===== src/rtl/stepper_move_scheduler.sv =====
`default_nettype none
// ============================================================================
//  Module      : stepper_move_scheduler
//  Description : Round-robin scheduler for absolute-position moves of one
//                shared stepper axis. Tracks absolute position from step
//                feedback, drives the motor controller coordination lines
//                and reports completion after a settle period.
//  Revision    : 1.0 - initial release
// ============================================================================
module stepper_move_scheduler #(
    parameter int NUM_REQ       = 4,
    parameter int POS_WIDTH     = 16,
    parameter int SETTLE_CYCLES = 50_000
) (
    input  logic                         clk,
    input  logic                         rst_n,
    input  logic [NUM_REQ-1:0]           req,
    input  logic [NUM_REQ*POS_WIDTH-1:0] req_pos,
    input  logic                         abort,
    input  logic                         home_set,
    input  logic                         step_fb,
    output logic [NUM_REQ-1:0]           grant,
    output logic [NUM_REQ-1:0]           done,
    output logic                         aborted,
    output logic                         busy,
    output logic [POS_WIDTH-1:0]         cur_pos,
    output logic                         coord_enable,
    output logic                         coord_run,
    output logic                         coord_dir
);

    localparam int c_ID_W  = (NUM_REQ > 1) ? $clog2(NUM_REQ) : 1;
    localparam int c_CNT_W = $clog2(SETTLE_CYCLES + 1);

    // GRANT is the one-cycle grant pulse between arbitration and CALC
    typedef enum logic [2:0] {
        S_IDLE   = 3'd0,
        S_GRANT  = 3'd1,
        S_CALC   = 3'd2,
        S_RUN    = 3'd3,
        S_SETTLE = 3'd4,
        S_DONE   = 3'd5
    } state_t;

    state_t                 r_state;
    state_t                 w_next;

    logic                   r_step_q;
    logic                   w_step_e;
    logic [POS_WIDTH-1:0]   r_cur_pos;
    logic [POS_WIDTH-1:0]   r_target;
    logic [POS_WIDTH-1:0]   r_remaining;
    logic                   r_dir;
    logic                   r_aborted;
    logic [c_ID_W-1:0]      r_id;
    logic [c_ID_W-1:0]      r_ptr;
    logic [c_CNT_W-1:0]     r_settle_cnt;
    logic [NUM_REQ-1:0]     r_done;
    logic                   r_aborted_out;

    logic                   w_found;
    logic [c_ID_W-1:0]      w_pick;
    logic [c_ID_W-1:0]      w_idx;
    int                     w_scan;
    logic [POS_WIDTH-1:0]   w_req_target;
    logic                   w_dir_calc;
    logic [POS_WIDTH-1:0]   w_diff;
    logic [NUM_REQ-1:0]     w_id_onehot;
    logic                   w_accept;

    assign w_step_e = step_fb & ~r_step_q;

    // Round-robin search: first set request at or above the pointer, wrapping
    always_comb begin
        w_found = 1'b0;
        w_pick  = '0;
        w_idx   = '0;
        w_scan  = 0;
        for (int k = 0; k < NUM_REQ; k++) begin
            w_scan = int'(r_ptr) + k;
            if (w_scan >= NUM_REQ) begin
                w_scan = w_scan - NUM_REQ;
            end
            w_idx = c_ID_W'(w_scan);
            if (!w_found && req[w_idx]) begin
                w_found = 1'b1;
                w_pick  = w_idx;
            end
        end
    end

    // Target of the winning requester, plus direction/distance of the move
    always_comb begin
        w_req_target = req_pos[int'(w_pick)*POS_WIDTH +: POS_WIDTH];
        w_dir_calc   = (r_target < r_cur_pos);
        w_diff       = w_dir_calc ? (r_cur_pos - r_target) : (r_target - r_cur_pos);
        w_id_onehot  = '0;
        w_id_onehot[r_id] = 1'b1;
    end

    // home_set outranks a request in the same IDLE cycle
    assign w_accept = (r_state == S_IDLE) && !home_set && w_found;

    // State register; reset abandons any move without a done pulse
    always_ff @(posedge clk or negedge rst_n) begin
        if (!rst_n) begin
            r_state <= S_IDLE;
        end else begin
            r_state <= w_next;
        end
    end

    // Next-state decode and Moore outputs
    always_comb begin
        w_next       = r_state;
        grant        = '0;
        busy         = (r_state != S_IDLE);
        coord_enable = 1'b0;
        coord_run    = 1'b0;
        coord_dir    = 1'b0;
        case (r_state)
            S_IDLE: begin
                if (w_accept) begin
                    w_next = S_GRANT;
                end
            end
            S_GRANT: begin
                grant  = w_id_onehot;
                w_next = S_CALC;
            end
            S_CALC: begin
                if (abort || (w_diff == '0)) begin
                    w_next = S_DONE;
                end else begin
                    w_next = S_RUN;
                end
            end
            S_RUN: begin
                coord_enable = 1'b1;
                coord_run    = 1'b1;
                coord_dir    = r_dir;
                if (abort || (w_step_e && (r_remaining == POS_WIDTH'(1)))) begin
                    w_next = S_SETTLE;
                end
            end
            S_SETTLE: begin
                coord_enable = 1'b1;
                coord_dir    = r_dir;
                if (r_settle_cnt == c_CNT_W'(SETTLE_CYCLES - 1)) begin
                    w_next = S_DONE;
                end
            end
            S_DONE: begin
                w_next = S_IDLE;
            end
            default: begin
                w_next = S_IDLE;
            end
        endcase
    end

    // Position tracking, move bookkeeping and the registered done report
    always_ff @(posedge clk or negedge rst_n) begin
        if (!rst_n) begin
            r_step_q      <= 1'b0;
            r_cur_pos     <= '0;
            r_target      <= '0;
            r_remaining   <= '0;
            r_dir         <= 1'b0;
            r_aborted     <= 1'b0;
            r_id          <= '0;
            r_ptr         <= '0;
            r_settle_cnt  <= '0;
            r_done        <= '0;
            r_aborted_out <= 1'b0;
        end else begin
            r_step_q <= step_fb;

            // Steps are counted in every state, using the last latched direction
            if ((r_state == S_IDLE) && home_set) begin
                r_cur_pos <= '0;
            end else if (w_step_e) begin
                r_cur_pos <= r_dir ? (r_cur_pos - POS_WIDTH'(1))
                                   : (r_cur_pos + POS_WIDTH'(1));
            end

            if (w_accept) begin
                r_id     <= w_pick;
                r_target <= w_req_target;
                r_ptr    <= (w_pick == c_ID_W'(NUM_REQ - 1)) ? '0
                                                             : (w_pick + c_ID_W'(1));
            end

            case (r_state)
                S_GRANT: begin
                    r_aborted <= 1'b0;
                end
                S_CALC: begin
                    r_dir       <= w_dir_calc;
                    r_remaining <= w_diff;
                    if (abort) begin
                        r_aborted <= 1'b1;
                    end
                end
                S_RUN: begin
                    if (w_step_e) begin
                        r_remaining <= r_remaining - POS_WIDTH'(1);
                    end
                    if (abort) begin
                        r_aborted <= 1'b1;
                    end
                end
                default: begin
                end
            endcase

            r_settle_cnt  <= (r_state == S_SETTLE) ? (r_settle_cnt + c_CNT_W'(1)) : '0;
            r_done        <= (r_state == S_DONE) ? w_id_onehot : '0;
            r_aborted_out <= (r_state == S_DONE) && r_aborted;
        end
    end

    assign cur_pos = r_cur_pos;
    assign done    = r_done;
    assign aborted = r_aborted_out;

endmodule
`default_nettype wire


===== config.mk =====
export PLATFORM = sky130hd
export DESIGN_NAME = stepper_move_scheduler
export DESIGN_NICKNAME = d
export VERILOG_FILES = /design/src/rtl/stepper_move_scheduler.sv
export SDC_FILE = /design/constraint.sdc
export NUM_CORES = 1
export LEC_CHECK = 0
export BUFFER_PORTS_ARGS = -buffer_cell sky130_fd_sc_hd__buf_2
export CORE_ASPECT_RATIO = 1.75
export CORE_MARGIN = 5
export CORE_UTILIZATION = 35
export DETAILED_ROUTE_END_ITERATION = 6
export PLACE_DENSITY = 0.66
export SYNTH_ARGS = -nofsm -noshare
export SYNTH_HDL_FRONTEND = slang
export SYNTH_SLANG_ARGS = --single-unit

===== constraint.sdc =====
create_clock -name clk -period 3.4 [get_ports clk]
set_input_delay 0.68 -clock clk [delete_from_list [all_inputs] [get_ports clk]]
set_output_delay 0.68 -clock clk [all_outputs]
set_load 0.01 [all_outputs]

Word-level counts from Yosys, hierarchy flattened
Cells that the tools add are included.
{"block": "totals", "elab_cells": 121, "inputBits": 73, "ff_bits": 79}
{"block": "classes", "n_eq_ne": 13, "bitwise_logic": 2, "n_reduce_logical": 26, "mux": 42, "n_addsub": 14, "shifts": 1, "n_lt_le_gt_ge": 11}
{"op": "2-to-1 mux 16 bit", "count": 6}
{"op": "indexed part select 64 x 7 -> 16 bit", "count": 1}
{"op": "adder 16 x 1 -> 16 bit, second input constant", "count": 2}
{"op": "case mux 16 bit (2 select lines)", "count": 1}
{"op": "subtractor 16 x 1 -> 16 bit, second input constant", "count": 2}
{"op": "subtractor 16 bit", "count": 2}
{"op": "2-to-1 mux 2 bit", "count": 9}
{"op": "equality test 16 x 1 -> 1 bit, second input constant", "count": 1}
{"op": "equality test 16 bit, second input constant", "count": 1}
{"op": "logical NOT 16 bit", "count": 1}
{"op": "less-than comparator 16 bit", "count": 1}
{"op": "less-than comparator 2 x 3 -> 1 bit, second input constant", "count": 5}
{"op": "case mux 3 bit (5 select lines)", "count": 1}
{"op": "2-to-1 mux 1 bit", "count": 13}
{"op": "2-to-1 mux 3 bit", "count": 4}
{"op": ">= comparator 3 bit, second input constant", "count": 3}
{"op": "logical AND 1 bit", "count": 9}
{"op": "binary-select mux 1 bit (select 2 bit)", "count": 4}
{"op": "2-to-1 mux 4 bit", "count": 2}
{"op": "inequality test 2 bit, second input constant", "count": 4}
{"op": "subtractor 2 x 1 -> 2 bit, second input constant", "count": 4}
{"op": "adder 2 x 2 -> 3 bit, second input constant", "count": 2}
{"op": "equality test 3 x 2 -> 1 bit, second input constant", "count": 2}
{"op": "equality test 3 bit, second input constant", "count": 2}
{"op": "other kinds (19)", "count": 27}

Logic depth before layout (Yosys ltp)
{"block": "logic_depth", "ltp_word": 17, "depth_mapped": 14, "depth_no_buf": 13}

Worst setup path after synthesis
Ideal clock, no wire load.
{"block": "synth_path", "kind": "reg2reg", "startpoint": "reg r_cur_pos[0], in the netlist cur_pos[0]", "endpoint": "reg r_state[2]", "setup_slack_ns": 0.206, "path_buffers": 0, "t_arrival_ns": 3.124, "path_stages_with_launch": 13, "path_cell_list": "dfrtp_1 -> ha_1 -> inv_1 -> fa_1 -> a21o_1 -> a221oi_4 -> a211o_4 -> nand2_2 -> or4_1 -> o2111ai_1 -> or4b_1 -> nand4bb_1 -> nand3_1"}
{"block": "synth_via", "elab_chain_cells": 6, "elab_cells_between_ends": 8, "classes_between": "add/sub (2); order compare (1); mux (3); reduce/logical (2)"}
{"item": "from (decl)", "line_no": "50", "source": "logic [POS_WIDTH-1:0] r_cur_pos;"}
{"item": "from (signal assigned)", "line_no": "183", "source": "r_cur_pos <= r_dir ? (r_cur_pos - POS_WIDTH'(1))"}
{"item": "subtractor 16 bit / less-than comparator 16 bit (equally long branches)", "line_no": "96, 95"}
{"item": "2-to-1 mux 16 bit *", "line_no": "96", "source": "w_diff = w_dir_calc ? (r_cur_pos - r_target) : (r_target - r_cur_pos);"}
{"item": "logical NOT 16 bit *", "line_no": "132", "source": "if (abort || (w_diff == '0)) begin"}
{"item": "logical OR 1 bit *", "line_no": "132"}
{"item": "2-to-1 mux 3 bit *", "line_no": "132"}
{"item": "case mux 3 bit (5 select lines) *", "line_no": "121", "source": "case (r_state)"}
{"item": "to (signal assigned)", "line_no": "109", "source": "r_state <= w_next;"}
{"item": "to (decl)", "line_no": "45", "source": "state_t r_state;"}
Every way passes the cells marked *; elsewhere a longest branch is shown, timed or not.
A chain may end at the register's enable or synchronous reset.

Worst setup path in the final report
{"block": "layout_path", "startpoint": "reg r_target[0]", "endpoint": "reg r_state[2]"}
{"block": "layout_via", "elab_chain_cells": 6, "elab_cells_between_ends": 8, "classes_between": "add/sub (2); order compare (1); mux (3); reduce/logical (2)"}
{"item": "from (decl)", "line_no": "51", "source": "logic [POS_WIDTH-1:0] r_target;"}
{"item": "from (signal assigned)", "line_no": "189", "source": "r_target <= w_req_target;"}
{"item": "subtractor 16 bit / less-than comparator 16 bit (equally long branches)", "line_no": "96, 95"}
{"item": "2-to-1 mux 16 bit *", "line_no": "96"}
{"item": "logical NOT 16 bit *", "line_no": "132"}
{"item": "logical OR 1 bit *", "line_no": "132"}
{"item": "2-to-1 mux 3 bit *", "line_no": "132"}
{"item": "case mux 3 bit (5 select lines) *", "line_no": "121"}
Marked as above.

==> results.yml <==
pwr:
  p_seq_frac: 0.180
  intPower_uw: 4620
  powerDensity_mw_per_mm2: 1110
  p_comb_frac: 0.703
  p_switching_uw: 4540
  power_uw: 9170
  clkPwrFrac: 0.116
  p_leak_uw: 0.00390
  peakVddDrop_mv: 0.489
  netSwitchingFraction: 0.495
setup_path:
  cp-end-kind: "flip-flop"
  path_cells: "inv_2 -> ha_2 -> inv_1 -> fa_2 -> a21o_1 -> a221oi_4 -> buf_4 -> a21oi_1 -> a221oi_2 -> a21oi_1 -> xor2_1 -> or4b_4 -> nand4bb_1 -> nand3_1"
  path_common_cell: "a21oi_1"
  max_stage_delay_ns: 0.52
  r2r_start: "r_target[0]"
  r2r_slack_ns: 0.12
  critPathBufInv: 3
  crit_fanout: 3
  r2r_cells: 14
  crit_arrival_ns: 3.57
  worst-setup-path-type: "flip-flop to flip-flop"
  r2r_end: "r_state[2]"
  crit_start: "r_target[0]"
  cp-start-kind: "flip-flop"
  critPathRequiredTime_ns: 3.69
  critPathTopFamily: "compound AO/OA/AOI/OAI gates"
  crit_path_top_delay_cell: "or4b_4"
timing:
  fin_crit_ns: 3.28
  max_freq_mhz: 305
  slew_headroom: 0.443
  fin_crit_sh: 0.966
  worst_slew_pin_slew_ns: 0.836
  fin_skew_ns: 0.0123
  hold_viol: 0
  setup_ws_ns: 0.117
  setup_viol: 0
  drv_slew: 0
logic_synthesis:
  synth_seq_area_share: 0.293
  syn_area_per_cell_um2: 7.39
  synth_area_leaders: "dfrtp_1 (29%), nand2_1 (9.3%), ha_1 (9.3%)"
  synth_fa_ha_area_frac: 0.103
  netlist_area_mm2: 0.00675
  synth_top_area_share: 0.293
  synth_edf_count: 0
  synth_top_area_cell: "dfrtp_1"
  async_flop_share: 1.00
  synth_top_family_by_area: "simple AND/OR/NAND/NOR gates"
  yosys-top-cells-count: "nand2_1 (167), o21ai_0 (85), dfrtp_1 (79), a21oi_1 (66), nor2_1 (63)"
  muxShareOfSynthArea: 0.00463
  synth_warnings: 0
  syn-num-nets: 1039
  synthDistinctLibCells: 68
  synth_seq_cells: 79
  yosysMostFrequentCell: "nand2_1"
  synth-simple-area-share: 0.276
  synth_cells: 913
  synth_xor_area_frac: 0.0285
  synth_compound_area_frac: 0.239
  synth_flop_cell: "dfrtp_1"
placement:
  placed_area_mm2: 0.00784
  dp_slack_ns: 0.103
  dp_cells: 1271
  hpwl_um: 17900
  place_congestion: 0.935
  portBuffers: 101
routing:
  wl_um: 22500
  num_vias: 7072
  drc: 0
  drtAntennaViolNets: 0
  drt_iter0_markers: 416
  vias_per_cell: 5.49
  first_pass_iters: 7
  wl_per_cell_um: 17.4
final_layout:
  n_antenna_cell: 0
  drive_above_1_share: 0.194
  syn2layout_area_growth_pct: 21.8
  nets: 1170
  final_util: 0.430
  final_area_mm2: 0.00822
  fillCellCount: 2005
  final_cells: 1289
die:
  die_w_um: 115
  fp.dieH_um: 194
  initial_core_util: 0.353
  coreArea_mm2: 0.0191
  rows: 67
  die_area_mm2: 0.0223
  io_pins: 102
cts:
  cts_sinks: 79
  path_clk_slew_ns: 0.07
  clockRootBuffer: "clkbuf_16"
  cts_max_level: 3
  clockBufferDepth: 2
  insertion_delay_ns: 0.35
  cts_tree: "done"
  cts_hold_buf: 0
  cts_made_buffers: 9
global_route:
  antenna_found_initial: 0
  grt_pass1_vias: 7059
  grt_max_degree: 62
  grt_pass1_wl_um: 35500
  overflow: 0
  grt_usage: 0.201
outcome:
  status: "completed"
run:
  max-cap-violations: 0
hold_path:
  min_path_type: "input port to async pin"
-- worst max path at each step --
stage | end | slack [ns] | cells after the start
2_1_floorplan | r_state[2] | 0.21 | 12
3_3_place_gp | r_state[2] | 0.16 | 13
3_5_place_dp | r_state[2] | 0.10 | 13
4_1_cts | r_state[2] | 0.05 | 13
5_1_grt | r_state[2] | -0.003 | 14
6_report | r_state[2] | 0.12 | 14
-- per-layer routing --
layer  global-route usage  routed length (um)  vias to the layer above
li1                     -                   -                     3488
met3               0.0197                 604                       81
met1                0.202                7860                     3305
met2                0.366               12100                      198
met4                0.157                1930                        0
met5                    0                   0                        -
-- power groups by stage --
| stage | Sequential [uW] | Clock (uW) | Combinational, uW |
|---|---|---|---|
| 2_1_floorplan | 1560 | 0 | 4230 |
| 3_3_place_gp | 1650 | 0 | 6130 |
| 3_5_place_dp | 1660 | 0 | 6180 |
| 4_1_cts | 1650 | 1090 | 6210 |
| 5_1_grt | 1690 | 1120 | 7110 |
| 6_report | 1650 | 1070 | 6450 |
-- layout by cell type, fill, tap and decap left out, types with 17 or more instances in the layout --
master   count
a21oi_1     65
buf_2      100
buf_4       63
dfrtp_1     79
ha_1        49
inv_1       52
nand2_1    167
nand3_1     44
nor2_1      63
nor3_1      36
o21ai_0     85
or3_1       17
-- final cells by class --
class	instances	area, um2	area share
clock buffer	9	225	0.0274
clock inverter	6	93.8	0.0114
inverter	53	199	0.0242
multi-input combinational	738	4450	0.542
sequential	79	1980	0.240
tap	241	302	0.0367
timing repair buffer	163	973	0.118
-- repair_timing --
| item | in CTS | in global routing |
|---|---|---|
| resized for setup | 0 | 11 |
| setup buffers | 0 | 3 |
| endpoints found under the setup margin | 0 | 2 |
-- cell families (layout without fill, tap and decap cells) --
group	Yosys count	count (layout)
adder cells (fa/ha/maj)	54	54
XOR/XNOR	22	22
AND/OR/NAND/NOR	400	400
buffers and inverters	96	231
flip-flops	79	79
multiplexers	3	3
AO/OA/AOI/OAI	259	259
-- per-stage QoR --
step / TNS (ns) / hold slack [ns]
finish: 0 / 0.420
global route: -0.00267 / 0.466
CTS: 0 / 0.453
detailed placement: 0 / 0.486
global placement: 0 / 0.480
floorplan: 0 / 0.384
-- sequential cells by signal, indices dropped and copies added, names as in the netlist, named ones only --
signal / flops
r_remaining: 16
r_dir: 1
aborted: 1
r_aborted: 1
done: 4
cur_pos: 16
r_target: 16
r_state: 3
r_ptr: 1
r_id: 2
r_step_q: 1
r_settle_cnt: 16
No activity file was read; power rests on OpenSTA's default activity.
